[src/rtl/cordic_pkg.sv]
// Shared types and constants for the CORDIC output serializer.
// Packet length depends on the optional header word, enabled by CORDIC_SER_HDR_EN.
package cordic_pkg;

    localparam int unsigned CORDIC_XY_W    = 16;
    localparam int unsigned CORDIC_ANGLE_W = 32;

`ifdef CORDIC_SER_HDR_EN
    localparam int unsigned CORDIC_HDR_WORDS = 1;
`else
    localparam int unsigned CORDIC_HDR_WORDS = 0;
`endif

    // Theta words per packet and total words per packet for the default widths.
    localparam int unsigned CORDIC_NTW     = CORDIC_ANGLE_W / CORDIC_XY_W;
    localparam int unsigned CORDIC_PKT_LEN = CORDIC_HDR_WORDS + 3 + CORDIC_NTW;

    typedef struct packed {
        logic signed [CORDIC_XY_W-1:0]    cos;
        logic signed [CORDIC_XY_W-1:0]    sin;
        logic signed [CORDIC_XY_W-1:0]    mag;
        logic signed [CORDIC_ANGLE_W-1:0] theta;
    } cordic_res_t;

    typedef enum logic [0:0] {
        StIdle,
        StSend
    } ser_state_e;

    // Words per packet for an arbitrary theta word count.
    function automatic int unsigned cordic_pkt_len(input int unsigned ntw);
        return CORDIC_HDR_WORDS + 3 + ntw;
    endfunction

endpackage

[src/rtl/cordic_ser_fifo.sv]
// Small synchronous FIFO holding CORDIC result beats ahead of the serializer.
// Pointers wrap modulo DEPTH; pushes when full and pops when empty are ignored.
module cordic_ser_fifo
    import cordic_pkg::*;
#(
    parameter int unsigned DEPTH  = 2,
    parameter type         elem_t = cordic_res_t,
    localparam int unsigned PTR_W = (DEPTH > 1) ? $clog2(DEPTH) : 1,
    localparam int unsigned CNT_W = $clog2(DEPTH + 1)
) (
    input  logic             clk,
    input  logic             rst_n,
    input  logic             i_push,
    input  elem_t            i_wdata,
    input  logic             i_pop,
    output elem_t            o_rdata,
    output logic [CNT_W-1:0] o_count
);

    elem_t            r_mem [DEPTH];
    logic [PTR_W-1:0] r_wr_ptr;
    logic [PTR_W-1:0] r_rd_ptr;
    logic [CNT_W-1:0] r_count;
    logic             w_do_push;
    logic             w_do_pop;

    assign w_do_push = i_push && (r_count != CNT_W'(DEPTH));
    assign w_do_pop  = i_pop && (r_count != '0);
    assign o_rdata   = r_mem[r_rd_ptr];
    assign o_count   = r_count;

    // Storage array; contents are don't-care until written, so no reset.
    always_ff @(posedge clk) begin
        if (w_do_push) begin
            r_mem[r_wr_ptr] <= i_wdata;
        end
    end

    // Pointer and occupancy bookkeeping.
    always_ff @(posedge clk or negedge rst_n) begin
        if (!rst_n) begin
            r_wr_ptr <= '0;
            r_rd_ptr <= '0;
            r_count  <= '0;
        end else begin
            if (w_do_push) begin
                r_wr_ptr <= (r_wr_ptr == PTR_W'(DEPTH - 1)) ? '0 : r_wr_ptr + 1'b1;
            end
            if (w_do_pop) begin
                r_rd_ptr <= (r_rd_ptr == PTR_W'(DEPTH - 1)) ? '0 : r_rd_ptr + 1'b1;
            end
            if (w_do_push && !w_do_pop) begin
                r_count <= r_count + 1'b1;
            end else if (w_do_pop && !w_do_push) begin
                r_count <= r_count - 1'b1;
            end
        end
    end

endmodule

[src/rtl/cordic_out_serializer.sv]
// Serializes CORDIC result beats into a stream of XY_W-bit words:
// [header] cos, sin, mag, theta (MS slice first); s_last marks the final word.
// Optional feature: define CORDIC_SER_HDR_EN to prefix each packet with a
// wrapping sequence-counter header word.
// A beat arriving while the FIFO is empty and a packet may start is loaded
// straight into the output stage, so the first word appears the cycle after
// acceptance and back-to-back packets have no bubble.
module cordic_out_serializer
    import cordic_pkg::*;
#(
    parameter int unsigned XY_W    = 16,
    parameter int unsigned ANGLE_W = 32
) (
    input  logic                      clk,
    input  logic                      rst_n,
    input  logic                      res_valid,
    output logic                      res_ready,
    input  logic signed [XY_W-1:0]    cos_in,
    input  logic signed [XY_W-1:0]    sin_in,
    input  logic signed [XY_W-1:0]    mag_in,
    input  logic signed [ANGLE_W-1:0] theta_in,
    output logic                      s_valid,
    input  logic                      s_ready,
    output logic [XY_W-1:0]           s_data,
    output logic                      s_last
);

    localparam int unsigned NTW        = ANGLE_W / XY_W;
    localparam int unsigned PKT_LEN    = cordic_pkt_len(NTW);
    localparam int unsigned IDX_W      = $clog2(PKT_LEN + 1);
    localparam int unsigned FIFO_DEPTH = 2;
    localparam int unsigned CNT_W      = $clog2(FIFO_DEPTH + 1);
    localparam logic [IDX_W-1:0] LAST_IDX = IDX_W'(PKT_LEN - 1);

    if ((ANGLE_W % XY_W) != 0 || ANGLE_W < XY_W) begin : g_bad_width
        $error("ANGLE_W must be a non-zero integer multiple of XY_W");
    end

    typedef struct packed {
        logic signed [XY_W-1:0]    cos;
        logic signed [XY_W-1:0]    sin;
        logic signed [XY_W-1:0]    mag;
        logic signed [ANGLE_W-1:0] theta;
    } res_t;

    // Word idx of a packet built from beat b; idx 0 is the header when enabled.
    function automatic logic [XY_W-1:0] word_at(input res_t b, input logic [IDX_W-1:0] idx,
                                                input logic [XY_W-1:0] seq);
        int unsigned k;
        logic [XY_W-1:0] w;
        w = '0;
        k = int'(idx);
        if (CORDIC_HDR_WORDS != 0 && k == 0) begin
            w = seq;
        end else begin
            k = k - CORDIC_HDR_WORDS;
            if (k == 0) begin
                w = b.cos;
            end else if (k == 1) begin
                w = b.sin;
            end else if (k == 2) begin
                w = b.mag;
            end else if (k < 3 + NTW) begin
                w = b.theta[ANGLE_W - 1 - (k - 3) * XY_W -: XY_W];
            end
        end
        return w;
    endfunction

    ser_state_e       r_state;
    res_t             r_beat;
    logic [IDX_W-1:0] r_idx;
    logic             r_s_valid;
    logic             r_s_last;
    logic [XY_W-1:0]  r_s_data;

    res_t             w_in_beat;
    res_t             w_head;
    res_t             w_src;
    logic [CNT_W-1:0] w_fifo_count;
    logic             w_fifo_empty;
    logic             w_push;
    logic             w_fifo_push;
    logic             w_pop;
    logic             w_word_hs;
    logic             w_last_hs;
    logic             w_avail;
    logic             w_start;
    logic [XY_W-1:0]  w_seq;

    assign w_in_beat    = '{cos: cos_in, sin: sin_in, mag: mag_in, theta: theta_in};
    assign w_fifo_empty = (w_fifo_count == '0);
    assign res_ready    = (w_fifo_count < CNT_W'(FIFO_DEPTH));
    assign w_push       = res_valid && res_ready;
    assign w_word_hs    = r_s_valid && s_ready;
    assign w_last_hs    = w_word_hs && r_s_last;

    // A beat is available from the FIFO head or, when empty, straight from the input.
    assign w_avail     = !w_fifo_empty || w_push;
    assign w_src       = w_fifo_empty ? w_in_beat : w_head;
    assign w_start     = w_avail && ((r_state == StIdle) || w_last_hs);
    assign w_pop       = w_start && !w_fifo_empty;
    assign w_fifo_push = w_push && !(w_start && w_fifo_empty);

    assign s_valid = r_s_valid;
    assign s_data  = r_s_data;
    assign s_last  = r_s_last;

    cordic_ser_fifo #(
        .DEPTH  (FIFO_DEPTH),
        .elem_t (res_t)
    ) u_fifo (
        .clk     (clk),
        .rst_n   (rst_n),
        .i_push  (w_fifo_push),
        .i_wdata (w_in_beat),
        .i_pop   (w_pop),
        .o_rdata (w_head),
        .o_count (w_fifo_count)
    );

`ifdef CORDIC_SER_HDR_EN
    logic [XY_W-1:0] r_seq;

    // Header for a packet starting on the same edge the previous one completes.
    assign w_seq = w_last_hs ? r_seq + 1'b1 : r_seq;

    // Per-packet sequence counter, advanced on each completed packet.
    always_ff @(posedge clk or negedge rst_n) begin
        if (!rst_n) begin
            r_seq <= '0;
        end else if (w_last_hs) begin
            r_seq <= r_seq + 1'b1;
        end
    end
`else
    assign w_seq = '0;
`endif

    // IDLE/SEND control with registered output word, valid and last.
    always_ff @(posedge clk or negedge rst_n) begin
        if (!rst_n) begin
            r_state   <= StIdle;
            r_beat    <= '0;
            r_idx     <= '0;
            r_s_valid <= 1'b0;
            r_s_last  <= 1'b0;
            r_s_data  <= '0;
        end else if (w_start) begin
            r_state   <= StSend;
            r_beat    <= w_src;
            r_s_valid <= 1'b1;
            r_s_data  <= word_at(w_src, '0, w_seq);
            r_s_last  <= 1'b0;
            r_idx     <= IDX_W'(1);
        end else if (w_word_hs) begin
            if (r_s_last) begin
                r_state   <= StIdle;
                r_s_valid <= 1'b0;
                r_s_last  <= 1'b0;
                r_idx     <= '0;
            end else begin
                r_s_data <= word_at(r_beat, r_idx, w_seq);
                r_s_last <= (r_idx == LAST_IDX);
                r_idx    <= r_idx + 1'b1;
            end
        end
    end

endmodule
[config.mk]
export PLATFORM = sky130hd
export DESIGN_NAME = cordic_out_serializer
export DESIGN_NICKNAME = d
export VERILOG_FILES = /design/src/rtl/cordic_pkg.sv /design/src/rtl/cordic_ser_fifo.sv /design/src/rtl/cordic_out_serializer.sv
export SDC_FILE = /design/constraint.sdc
export NUM_CORES = 1
export LEC_CHECK = 0
export ABC_AREA = 1
export CORE_UTILIZATION = 55
export DETAILED_ROUTE_END_ITERATION = 10
export GPL_TIMING_DRIVEN = 0
export PLACE_DENSITY = 0.85
export SETUP_SLACK_MARGIN = 0.15
export SYNTH_ARGS = -nofsm -noshare
export SYNTH_HDL_FRONTEND = slang
export SYNTH_SLANG_ARGS = --single-unit
[constraint.sdc]
create_clock -name clk -period 7.2 [get_ports clk]
set_clock_uncertainty 0.1 [all_clocks]
set_input_delay 1.44 -clock clk [delete_from_list [all_inputs] [get_ports clk]]
set_output_delay 1.44 -clock clk [all_outputs]
set_load 0.005 [all_outputs]
# Word level (Yosys, flattened, before mapping)
# Memory sizes are Yosys's and may differ from the RTL's.
# Index checks and enable logic that the tools add are counted.
[totals]
ramBits = 160
ff_bits = 105
in_bits = 84
elab_cells = 76
output_inout_bits = 19
mem_count = 1
[memory_table]
columns = ["name", "depth", "width", "rd", "rd_ports_with_merged_regs", "write_ports", "line_no", "text"]
rows = [
  ["u_fifo.r_mem", 2, 80, 1, 0, 1, "cordic_ser_fifo.sv:20", "elem_t r_mem [DEPTH];"],
]
[op_classes]
n_addsub = 7
n_eq_ne = 5
shifts = 1
n_mux = 23
reduce_logical = 25
order_cmp = 2
n_bitwise = 1
[op_table]
columns = ["op", "n"]
rows = [
  ["16-bit two-way mux", 7],
  ["80-bit two-way mux", 1],
  ["47-bit by 33-bit indexed part select with 16-bit output", 1],
  ["32-bit logical NOT", 1],
  ["1-bit logical AND", 11],
  ["1-bit two-way mux", 10],
  ["3-bit two-way mux", 3],
  ["6-bit by 8-bit subtractor with 9-bit output (first input constant)", 1],
  ["2-bit nonzero test", 4],
  ["1-bit logical NOT", 4],
  ["2-bit two-way mux", 2],
  ["2-bit AND reduction", 2],
  ["3-bit by 2-bit subtractor with 4-bit output (second input constant)", 1],
  ["3-bit by 1-bit adder with 3-bit output (second input constant)", 1],
  ["3-bit by 1-bit equality test with 1-bit output (second input constant)", 1],
  ["3-bit by 2-bit equality test with 1-bit output (second input constant)", 1],
  ["3-bit equality test (second input constant)", 1],
  ["3-bit < comparator (second input constant)", 1],
  ["1-bit adder (second input constant)", 2],
  ["2-bit by 1-bit adder with 2-bit output (second input constant)", 1],
  ["2-bit logical NOT", 1],
  ["1-bit logical OR", 2],
  ["2-bit < comparator (second input constant)", 1],
  ["2-bit by 1-bit inequality test with 1-bit output (second input constant)", 1],
  ["3 further kinds", 3],
]

# Longest topological paths before layout
# Gate-level depths: netlist of the first run.
[depth]
depth_word = 12
depth_mapped = 16
mapped_depth_nobuf = 13

# By module
# From an unflattened synthesis of the first run, not the netlist that was laid out.
[unflattened]
cells_unflattened = 1235
hier_area_um2 = 11790.1
[modules_own_cells]
columns = ["mod", "instances", "area_per_inst_um2", "seq_area_each_um2", "cells_per_inst"]
rows = [
  ["cordic_ser_fifo", 1, 6083.3, 4904.7, 446],
  ["cordic_out_serializer", 1, 5706.7, 2527.4, 789],
]

# Worst setup path before layout of the first run
# OpenSTA, ideal clock, no wires.
[synth_timing]
path_kind = "input to register"
from = "input s_ready"
to = "memory u_fifo.r_mem[1][0] in the netlist's numbering, enable pin"
required_ns = 6.580
setup_time_ns = 0.520
path_slack_ns = 1.352
path_buffers = 0
stages = 5
t_arrival_ns = 5.228
cell_sequence = "nand2_1 o21ai_2 nand2_2 o21ai_1 nor2_1"
[synth_via]
elab_chain_len = 10
[synth_lines]
columns = ["element", "line_no", "text"]
rows = [
  ["start, declared", "cordic_out_serializer.sv:23", "input logic s_ready,"],
  ["1-bit logical AND", "cordic_out_serializer.sv:95", "assign w_word_hs = r_s_valid && s_ready;"],
  ["1-bit logical AND", "cordic_out_serializer.sv:96", "assign w_last_hs = w_word_hs && r_s_last;"],
  ["1-bit logical OR", "cordic_out_serializer.sv:101", "assign w_start = w_avail && ((r_state == StIdle) || w_last_hs);"],
  ["1-bit logical AND", "cordic_out_serializer.sv:101", ""],
  ["1-bit logical AND", "cordic_out_serializer.sv:103", "assign w_fifo_push = w_push && !(w_start && w_fifo_empty);"],
  ["1-bit logical NOT", "cordic_out_serializer.sv:103", ""],
  ["1-bit logical AND", "cordic_out_serializer.sv:103", ""],
  ["1-bit logical AND", "cordic_ser_fifo.sv:27", "assign w_do_push = i_push && (r_count != CNT_W'(DEPTH));"],
  ["1-bit two-way mux", "cordic_ser_fifo.sv:34", "if (w_do_push) begin"],
  ["1-bit two-way mux (implied by the code)", "cordic_ser_fifo.sv:35", "r_mem[r_wr_ptr] <= i_wdata;"],
  ["end, declared", "cordic_ser_fifo.sv:20", ""],
]
# Every way passes these cells.

# Final worst setup path of the first run
[layout_timing]
from = "input s_ready"
to = "memory u_fifo.r_mem[1][35] in the netlist's numbering, enable pin"
# Same word-level chain as after synthesis.

==> impl_results.md, run 1 <==
* Hold endpoint: r_beat[20]
* FFs w/ async S/R, synth at 0.396
* Pwr Total at 6330 uW
* CP max stage cell: nor2_4
* Period utilisation layout at 0.508
* Worst-path fanout max at 29
* Synthesized netlist cell count at 1132
* Post_cts resized at 0
* Hold/Removal Path Class: reg -> reg
* Psw at 2510 uW
* Nets at 1357
* ANT nets after route at 0
* Vias in the first global route at 8652
* TritonCTS Buffers at 26
* Post-route minimum period at 3660 ps
* DP Wirelength at 19000 um
* Placer congestion estimate at 0.886
* Flop pwr share at 0.360
* Die area at 0.0216 sq mm
* Layout cells sized above 1 at 0.0855
* Cell Pwr Density at 456 mW/mm^2
* Initial antenna violation count at 0
* Main synth FF type: edfxtp_1
* Syn nets at 1222
* Core box area at 0.0204 sq mm
* DR vias at 8750
* Yosys top cell by area: edfxtp_1
* Run status: finished, final reports clean
* Most frequent cell after synthesis: nand2_1
* Crit-path most repeated cell: buf_12
* Synth top area cells: edfxtp_1, dfrtp_1, nand2_1, nand3_1, o211ai_1
* Largest net degree at the start of global routing at 76
* Leakage at 0.00572 uW
* Internal power at 3820 uW
* H-Tree Depth at 1
* Final setup TNS at 0 ps
* I/O Pins at 103
* Worst-Margin Slew at 901 ps
* Total gr overflow at 0
* Buffer depth of the longest clock path at 3
* Violation count after the first detailed-route iteration at 747
* CP peak stage delay at 730 ps
* Fmax at 0.273 GHz
* Critical Path End Type: register
* Non-filler cells, final at 1557
* Max-Cap Viols at 0
* DRC at 0
* R2r setup slk at 4270 ps
* RR Startpoint: u_fifo.o_count[1]
* # rows at 52
* YS warnings at 0
* Area growth syn-to-layout at 20.1%
* Post-Syn Area at 0.0116 sq mm
* Hold Crit Start: r_beat[20]
* Max Slew Vio Count at 0
* Sw Share at 0.396
* Setup crit start kind: input port
* Inserted Diodes at 0
* Worst reg2reg path depth at 7
* Initial Util at 0.566
* List of most frequent post-synthesis cells: nand2_1, edfxtp_1, dfrtp_1
* Clk sinks at 265
* Worst EP arrival at 3770 ps
* Hold_ws at 401 ps
* DRT Pass-1 Iters at 5
* Synthesis-stage register bit count at 265
* # hold bufs at CTS at 0
* Die H at 147 um
* CTS tree: built
* Clock Tree Root: clkbuf_16
* WL/cell at 17.9 um
* Post-Place Cells at 1509
* Endpoints failing hold at 0
* Dpl ws at 3000 ps
* Synth cell types at 31
* Clk Latency, worst-skew pair at 530 ps
* Yosys top cell area share at 0.416
* Clock power frac at 0.211
* Final setup margin at 3540 ps
* I/O Buffers at 102
* Final Setup Violations at 0
* Peak VDD IR at 0.000223 V
* Mapped Avg Cell Area at 10.2 sq um
* Unrepaired setup endpoints after global routing: false
* Worst-path clk slew at 60 ps
* CP Cell Sequence: clkdlybuf4s50_1 > nand2_1 > o21ai_2 > nand2_2 > o21ai_1 > nor2_4 > buf_12 > buf_12
* Slew headroom at 0.398
* First-pass GRT wire length at 44600 um
* Post-synth EDFFs at 160
* # fillers at 1475
* Logic pwr share at 0.429
* Vias per inst at 5.62
* Total Routing Usage GR at 0.265
* Sequential area share after synthesis at 0.643
* Post-Route WL at 27900 um
* Hold depth at 2
* CP required at 7320 ps
* Post-CTS setup buffers at 0
* CP Class: in -> reg
* FF-to-FF End: u_fifo.r_mem[1][35]
* Die Width at 147 um
worst max-delay path: cells and delay by family:
kind | cells | cell delay, ps
compound gates | 2 | 280
buf+inv | 3 | 960
simple gates | 3 | 1040
cell families (layout without fill, tap and decap cells):
family	count (synthesis)	count (layout)	synth area share
compound gates	233	233	0.119
xor+xnor	4	4	0.00303
fa+ha+maj	6	6	0.00650
buf+inv	164	319	0.0642
flops	265	265	0.643
simple gates	460	460	0.164
registers in the layout, indices dropped and copies added, names as in the netlist:
name / flops
u_fifo.r_mem: 160
r_beat: 80
s_data: 16
r_idx: 3
u_fifo.o_count: 2
s_last: 1
s_valid: 1
u_fifo.r_rd_ptr: 1
u_fifo.r_wr_ptr: 1
cell usage in the layout, fill, tap and decap left out, drive strengths merged, types with 10 or more instances in the layout:
master,instances
a21oi,50
edfxtp,160
o21ai,117
clkdlybuf4s50,101
clkinv,10
nand3,80
dfrtp,105
o21bai,16
clkbuf,62
nor2,45
o211ai,48
inv,98
nand2,334
buf,45
power groups by stage:
stage          combinational (uW)  sequential, uW  clock, uW
2_1_floorplan                1800            2280          0
3_3_place_gp                 2510            2320          0
3_5_place_dp                 2650            2300          0
4_1_cts                      2690            2270       1340
5_1_grt                      3010            2310       1400
6_report                     2710            2280       1330
metal layers:
| metal | wire length, um | vias up | global-route usage |
|---|---|---|---|
| li1 | - | 4091 | - |
| met1 | 11500 | 4221 | 0.364 |
| met2 | 13600 | 379 | 0.437 |
| met3 | 2090 | 59 | 0.0410 |
| met4 | 688 | 0 | 0.0809 |
| met5 | 0 | - | 0 |
stage by stage:
step,instance area [sq um],util
finish,13900,0.679
global route,13900,0.679
CTS,13900,0.679
detailed placement,13000,0.638
global placement,12900,0.632
floorplan,11600,-
cell type report:
class / count / area [sq um] / share of cell area
Buffer: 66 / 369 / 0.0266
Clock buffer: 35 / 736 / 0.0530
Clock inverter: 13 / 109 / 0.00784
Inverter: 98 / 373 / 0.0269
Multi-Input combinational cell: 703 / 3390 / 0.245
Sequential cell: 265 / 7430 / 0.536
Tap cell: 270 / 338 / 0.0243
Timing Repair Buffer: 107 / 1130 / 0.0811
worst max-delay path by stage:
stage / start / cells past startpoint / endpoint
2_1_floorplan: s_ready / 5 / u_fifo.r_mem[1][0]
3_5_place_dp: s_ready / 8 / u_fifo.r_mem[1][34]
6_report: s_ready / 8 / u_fifo.r_mem[1][35]
4_1_cts: s_ready / 8 / u_fifo.r_mem[1][35]
3_3_place_gp: s_ready / 6 / u_fifo.r_mem[1][35]
5_1_grt: s_ready / 8 / u_fifo.r_mem[1][35]
No activity file was read; power rests on OpenSTA's default activity.
==> run 2, diff against run 1 <==
--- a/config.mk
+++ b/config.mk
@@ -6,10 +6,10 @@
 export NUM_CORES = 1
 export LEC_CHECK = 0
 export ABC_AREA = 1
-export CORE_UTILIZATION = 55
+export CORE_UTILIZATION = 52
 export DETAILED_ROUTE_END_ITERATION = 10
 export GPL_TIMING_DRIVEN = 0
-export PLACE_DENSITY = 0.85
+export PLACE_DENSITY = 0.84
 export SETUP_SLACK_MARGIN = 0.15
 export SYNTH_ARGS = -nofsm -noshare
 export SYNTH_HDL_FRONTEND = slang
==> constraint.sdc (replaced) <==
create_clock -name clk -period 3.15 [get_ports clk]
set_clock_uncertainty 0.1 [all_clocks]
set_input_delay 0.63 -clock clk [delete_from_list [all_inputs] [get_ports clk]]
set_output_delay 0.63 -clock clk [all_outputs]
set_load 0.005 [all_outputs]
==> run 2 against run 1 <==
The flow now finishes with violations (negative hold slack). Critical path depth up 8. Critical path type is now reg -> reg. Largest power group unchanged. Die area up 5.7%. Final cell count up 0.77%. Worst setup slack worse by 3300 ps. Sequential share of layout area down 0.47 points.
==> impl_results.md, run 2 (synthesis results as in run 1) <==
* Largest register FFs at 160 (unchanged)
* FF+latch area at 0.00743 sq mm (unchanged)
* Combined area of the multi-input logic cells at 0.00339 sq mm (unchanged)
* Hold_ws at -8.87 ps (was 401 ps)
* Internal power at 8990 uW (was 3820 uW)
* Hold/Removal Path Class: in -> async (was reg -> reg)
* Max Slew Vio Count at 0 (unchanged)
* Setup crit start kind: register (was input port)
* First-pass GRT wire length at 44600 um (about the same)
* Endpoints failing hold at 7 (was 0)
* Logic pwr share at 0.422 (was 0.429)
* Worst EP arrival at 3220 ps (was 3770 ps)
* DP Wirelength at 19200 um (was 19000 um)
* # hold bufs at CTS at 0 (unchanged)
* RR Startpoint: r_idx[0] (was u_fifo.o_count[1])
* Buffer depth of the longest clock path at 3 (unchanged)
* Fmax at 0.350 GHz
* Critical Path End Type: register (unchanged)
* Psw at 5760 uW (was 2510 uW)
* I/O Pins at 103 (unchanged)
* CTS tree: built (unchanged)
* Inserted Diodes at 0 (unchanged)
* Non-filler cells, final at 1569 (was 1557)
* Largest register by flop count: u_fifo.r_mem (unchanged)
* WP buf/inv at 5 (was 3)
* Clk sinks at 265 (unchanged)
* Worst-path fanout max at 10 (was 29)
* Cell Pwr Density at 1050 mW/mm^2 (was 456 mW/mm^2)
* DRC at 0 (unchanged)
* Vias per inst at 5.62 (about the same)
* Clock power frac at 0.224 (was 0.211)
* Post-Route WL at 28300 um (was 27900 um)
* Met1 wire length at 11400 um (was 11500 um)
* Post_cts resized at 0 (unchanged)
* DR vias at 8813 (was 8750)
* Die Width at 151 um (was 147 um)
* FF-to-FF End: s_data[10] (was u_fifo.r_mem[1][35])
* Cell area after layout at 0.0140 sq mm (was 0.0139 sq mm)
* Initial antenna violation count at 0 (unchanged)
* I/O Buffers at 102 (unchanged)
* Clock Tree Root: clkbuf_16 (unchanged)
* Initial Util at 0.529 (was 0.566)
* Post-Place Cells at 1520 (was 1509)
* Period utilisation layout at 0.907
* Final setup margin at 292 ps (was 3540 ps)
* TritonCTS Buffers at 27 (was 26)
* Flop pwr share at 0.354 (was 0.360)
* Commonest cells after routing, fill and taps aside: nand2_1, edfxtp_1, dfrtp_1, clkdlybuf4s50_1, inv_1 (unchanged)
* Die area at 0.0228 sq mm (was 0.0216 sq mm)
* Vias in the first global route at 8554 (was 8652)
* Met3 WL post-DR at 2100 um (was 2090 um)
* Max-Cap Viols at 0 (unchanged)
* CP peak stage delay at 400 ps (was 730 ps)
* Failing checks: negative hold slack
* Post-CTS setup buffers at 0 (unchanged)
* CP Cell Sequence: buf_4 > buf_4 > inv_1 > ha_1 > inv_1 > ha_1 > nor2_1 > nand2_4 > nor2_4 > buf_6 > nand3_1 > nand2_1 > nand2_1 > nand2_1 > nand2_1 > a21oi_2 (was clkdlybuf4s50_1 > nand2_1 > o21ai_2 > nand2_2 > o21ai_1 > nor2_4 > buf_12 > buf_12)
* Total Routing Usage GR at 0.255 (was 0.265)
* Crit-path most repeated cell: nand2_1 (was buf_12)
* DRT Pass-1 Iters at 6 (was 5)
* Largest net degree at the start of global routing at 63 (was 76)
* Sw Share at 0.391 (was 0.396)
* Violation count after the first detailed-route iteration at 899 (was 747)
* Highest metal used: met4 (unchanged)
* CP max stage cell: dfrtp_1 (was nor2_4)
* Unrepaired setup endpoints after global routing: false (unchanged)
* Peak VDD IR at 0.000571 V (was 0.000223 V)
* Largest delay contributor family on the critical path: simple AND/OR/NAND/NOR gates (unchanged)
* H-Tree Depth at 1 (unchanged)
* CP Class: reg -> reg (was in -> reg)
* Final Setup Violations at 0 (unchanged)
* Layout cells sized above 1 at 0.0884 (was 0.0855)
* # fillers at 1562 (was 1475)
* Leakage at 0.00577 uW (was 0.00572 uW)
* Post-route minimum period at 2860 ps
* Worst-path clk slew at 60 ps (about the same)
* Worst-Margin Slew at 791 ps (was 901 ps)
* R2r setup slk at 290 ps (was 4270 ps)
* Total gr overflow at 0 (unchanged)
* Worst reg2reg path depth at 16 (was 7)
* # rows at 54 (was 52)
* WL/cell at 18.1 um (was 17.9 um)
* Placed inst area at 0.0131 sq mm (was 0.0130 sq mm)
* Placer congestion estimate at 0.874 (was 0.886)
* Nets at 1359 (was 1357)
* Die H at 151 um (was 147 um)
* Area growth syn-to-layout at 21.2% (was 20.1%)
* Dpl ws at -175 ps (was 3000 ps)
* Commonest non-fill, non-tap cell in the layout: nand2_1 (unchanged)
* Run status: finished, violations left (was finished, final reports clean)
* ANT nets after route at 0 (unchanged)
* Slew headroom at 0.471 (was 0.398)
* Clk Latency, worst-skew pair at 530 ps (about the same)
* CP required at 3510 ps (was 7320 ps)
* Core box area at 0.0218 sq mm (was 0.0204 sq mm)
* Routed length on met2 at 14000 um (was 13600 um)
## run 2: cell count changes in the layout (fill, tap and decap cells not counted)
cell        previous run  this run
buf_12                 4         3
buf_16                 1         3
clkinvlp_4             1         0
clkinv_2               3         2
clkinv_4               0         1
clkbuf_8               3         5
clkbuf_1              32        36
bufinv_16              2         4
clkinv_1               7         1
## run 2: power by group through the flow
stage / clock [uW] / sequential (uW) / combinational [uW]
finish: 3310 / 5220 / 6220
global route: 3450 / 5290 / 6900
CTS: 3330 / 5210 / 6170
detailed placement: 0 / 5260 / 6030
global placement: 0 / 5270 / 5730
floorplan: 0 / 5180 / 4110
## run 2: worst max-delay path by stage
stage                            startpoint                   to  slack, ps  cells after the start
final                              r_idx[0]           s_data[10]        290                     16
after global routing      u_fifo.o_count[1]  u_fifo.r_mem[0][11]        160                      7
after CTS                 u_fifo.o_count[0]  u_fifo.r_mem[0][11]        280                      7
after detailed placement            s_ready  u_fifo.r_mem[0][35]       -170                      8
after global placement                rst_n           r_beat[35]      -2460                      1
after floorplan                     s_ready   u_fifo.r_mem[1][0]       -550                      5
## run 2: routing by layer
metal | vias to the layer above | track usage
met2 | 402 | 0.428
met3 | 70 | 0.0361
met4 | 0 | 0.0915
li1 | 4095 | -
met1 | 4246 | 0.340
met5 | - | 0
## run 2: stage by stage
step | utilization | TNS (ps) | total power (uW)
finish | 0.642 | 0 | 14700
global route | 0.642 | 0 | 15600
CTS | 0.642 | 0 | 14700
detailed placement | 0.599 | -4990 | 11300
global placement | 0.592 | -614450 | 11000
floorplan | - | -86890 | 9290
## run 2: final cells by class
class,count,area share
multi-input combinational,703,0.242
buffer,66,0.0264
inverter,98,0.0266
timing repair buffer,108,0.0829
tap,280,0.0250
clock buffer,41,0.0556
clock inverter,8,0.0102
sequential,265,0.531
==> run 3, diff against run 2 <==
--- a/config.mk
+++ b/config.mk
@@ -6,6 +6,7 @@
 export NUM_CORES = 1
 export LEC_CHECK = 0
 export ABC_AREA = 1
+export CORE_MARGIN = 5
 export CORE_UTILIZATION = 52
 export DETAILED_ROUTE_END_ITERATION = 10
 export GPL_TIMING_DRIVEN = 0
==> run 3 against run 2 <==
The run now ends clean. Fmax up 0.65%. Clock power down 6.9%. Total power down 2.0%. Routed wire length down 0.76%. Register-to-register slack better by 20 ps. Sequential power about the same. Global-route usage down 3.8 points. Hold slack better by 25 ps. Via count down 1.9%. Die area up 11%. Flip-flop and latch count unchanged. Critical path type unchanged. Largest cell class unchanged. Highest routed layer unchanged.
==> impl_results.md, run 3 (synthesis results as in run 1) <==
* Run status: finished, final reports clean (was finished, violations left)
* Cell Pwr Density at 1040 mW/mm^2 (was 1050 mW/mm^2)
* Inserted Diodes at 0 (unchanged)
* First-pass GRT wire length at 45000 um (was 44600 um)
* I/O Pins at 103 (unchanged)
* Worst-Margin Slew at 904 ps (was 791 ps)
* Layout cells sized above 1 at 0.0901 (was 0.0884)
* CTS tree: built (unchanged)
* Commonest non-fill, non-tap cell in the layout: nand2_1 (unchanged)
* Area growth syn-to-layout at 20.3% (was 21.2%)
* Buffer depth of the longest clock path at 3 (unchanged)
* Nets at 1357 (was 1359)
* Die area at 0.0253 sq mm (was 0.0228 sq mm)
* DP Wirelength at 19600 um (was 19200 um)
* Post-CTS setup buffers at 0 (unchanged)
* Fmax at 0.352 GHz (was 0.350 GHz)
* Setup crit start kind: register (unchanged)
* WL/cell at 18.0 um (was 18.1 um)
* Post_cts resized at 0 (unchanged)
* Die H at 159 um (was 151 um)
* Clk sinks at 265 (unchanged)
* Largest register by flop count: u_fifo.r_mem (unchanged)
* # rows at 54 (unchanged)
* Final setup TNS at 0 ps (unchanged)
* Max-Cap Viols at 0 (unchanged)
* ANT nets after route at 0 (unchanged)
* Hold/Removal Path Class: in -> async (unchanged)
* Die Width at 159 um (was 151 um)
* Unrepaired setup endpoints after global routing: false (unchanged)
* Largest register FFs at 160 (unchanged)
* # fillers at 1613 (was 1562)
* Worst EP arrival at 3200 ps (was 3220 ps)
* Total Routing Usage GR at 0.217 (was 0.255)
* Critical Path End Type: register (unchanged)
* Worst-path fanout max at 10 (unchanged)
* CP required at 3510 ps (about the same)
* DRT Pass-1 Iters at 6 (unchanged)
* Largest net degree at the start of global routing at 59 (was 63)
* Placed inst area at 0.0130 sq mm (was 0.0131 sq mm)
* Post-route minimum period at 2840 ps (was 2860 ps)
* TritonCTS Buffers at 26 (was 27)
* # hold bufs at CTS at 0 (unchanged)
* Cell area after layout at 0.0139 sq mm (was 0.0140 sq mm)
* H-Tree Depth at 1 (unchanged)
* Vias in the first global route at 8673 (was 8554)
* Initial antenna violation count at 0 (unchanged)
* Max Slew Vio Count at 0 (unchanged)
* Peak VDD IR at 0.000538 V (was 0.000571 V)
* CP Class: reg -> reg (unchanged)
* Post-Route WL at 28100 um (was 28300 um)
* Final Setup Violations at 0 (unchanged)
* Endpoints failing hold at 0 (was 7)
* Violation count after the first detailed-route iteration at 730 (was 899)
* Clk Latency, worst-skew pair at 530 ps (about the same)
* Placer congestion estimate at 0.860 (was 0.874)
* Period utilisation layout at 0.901 (was 0.907)
* Total gr overflow at 0 (unchanged)
* Clock Tree Root: clkbuf_16 (unchanged)
* Worst-path clk slew at 60 ps (about the same)
* Slew headroom at 0.396 (was 0.471)
* Initial Util at 0.529 (unchanged)
* Leakage at 0.00573 uW (was 0.00577 uW)
* Commonest cells after routing, fill and taps aside: nand2_1, edfxtp_1, dfrtp_1, clkdlybuf4s50_1, inv_1 (unchanged)
* I/O Buffers at 102 (unchanged)
* DRC at 0 (unchanged)
* DR vias at 8642 (was 8813)
* Pwr Total at 14500 uW (was 14700 uW)
* Vias per inst at 5.51 (was 5.62)
* Core box area at 0.0218 sq mm (unchanged)
## run 3: cell count changes in the layout (fill, tap and decap cells not counted)
cell / before / now
buf_12: 3 / 4
buf_16: 3 / 1
bufinv_16: 4 / 2
clkbuf_1: 36 / 31
clkbuf_8: 5 / 3
clkinv_1: 1 / 2
clkinv_2: 2 / 8
clkinv_4: 1 / 0
clkinvlp_4: 0 / 1
inv_6: 0 / 1
## run 3: path summary, 6_finish.rpt
path	startpoint	end	slack, ps	depth (start not counted)
worst max-delay path	r_idx[0]	s_data[11]	310	16
worst min-delay path	rst_n	r_beat[75]	20	1
worst max register to register	r_idx[0]	s_data[11]	310	16
worst min register to register	r_beat[20]	r_beat[20]	410	2
max in group asynchronous	rst_n	s_data[4]	2230	2
min in group clk	r_beat[20]	r_beat[20]	410	2
## run 3: layout make-up
cell class              count  area [sq um]  area share
plain buffers              66           369      0.0266
clock buffers              34           732      0.0527
clock inverters            14           124     0.00891
inverters                  98           373      0.0268
multi-input cells         703          3390       0.244
flip-flops and latches    265          7430       0.535
well taps                 280           350      0.0252
repair buffers            107          1130      0.0810
## run 3: worst max-delay path, stage by stage, from the launching register on
cell     delay, ps
dfrtp_1        400
buf_4          190
buf_4          170
inv_1           70
ha_1           310
inv_1           70
ha_1           290
nor2_1         190
nand2_4         80
nor2_4         190
buf_6          160
nand3_1         90
nand2_1        110
nand2_1         70
nand2_1        110
nand2_1         80
a21oi_2        110
## run 3: metal layers
layer	GRT usage	vias up	wire length (um)
li1	-	4087	-
met1	0.291	4155	11500
met2	0.370	340	13900
met3	0.0298	60	1850
met4	0.0667	0	842
met5	0	-	0
## run 3: per-stage QoR
step / hold WS, ps / setup WS [ps] / util / cells
detailed placement: 385 / -198 / 0.598 / 1519
global route: 74.1 / 167 / 0.637 / 1567
floorplan: 234 / -550 / - / 1132
finish: 16.0 / 311 / 0.637 / 1567
global placement: 381 / -2430 / 0.592 / 1514
CTS: 35.5 / 319 / 0.637 / 1567
## run 3: where the power goes
group	switching, uW	total [uW]	internal, uW
combinational	4020	6160	2130
sequential	411	5220	4810
clock	1280	3080	1800
total	5710	14500	8740
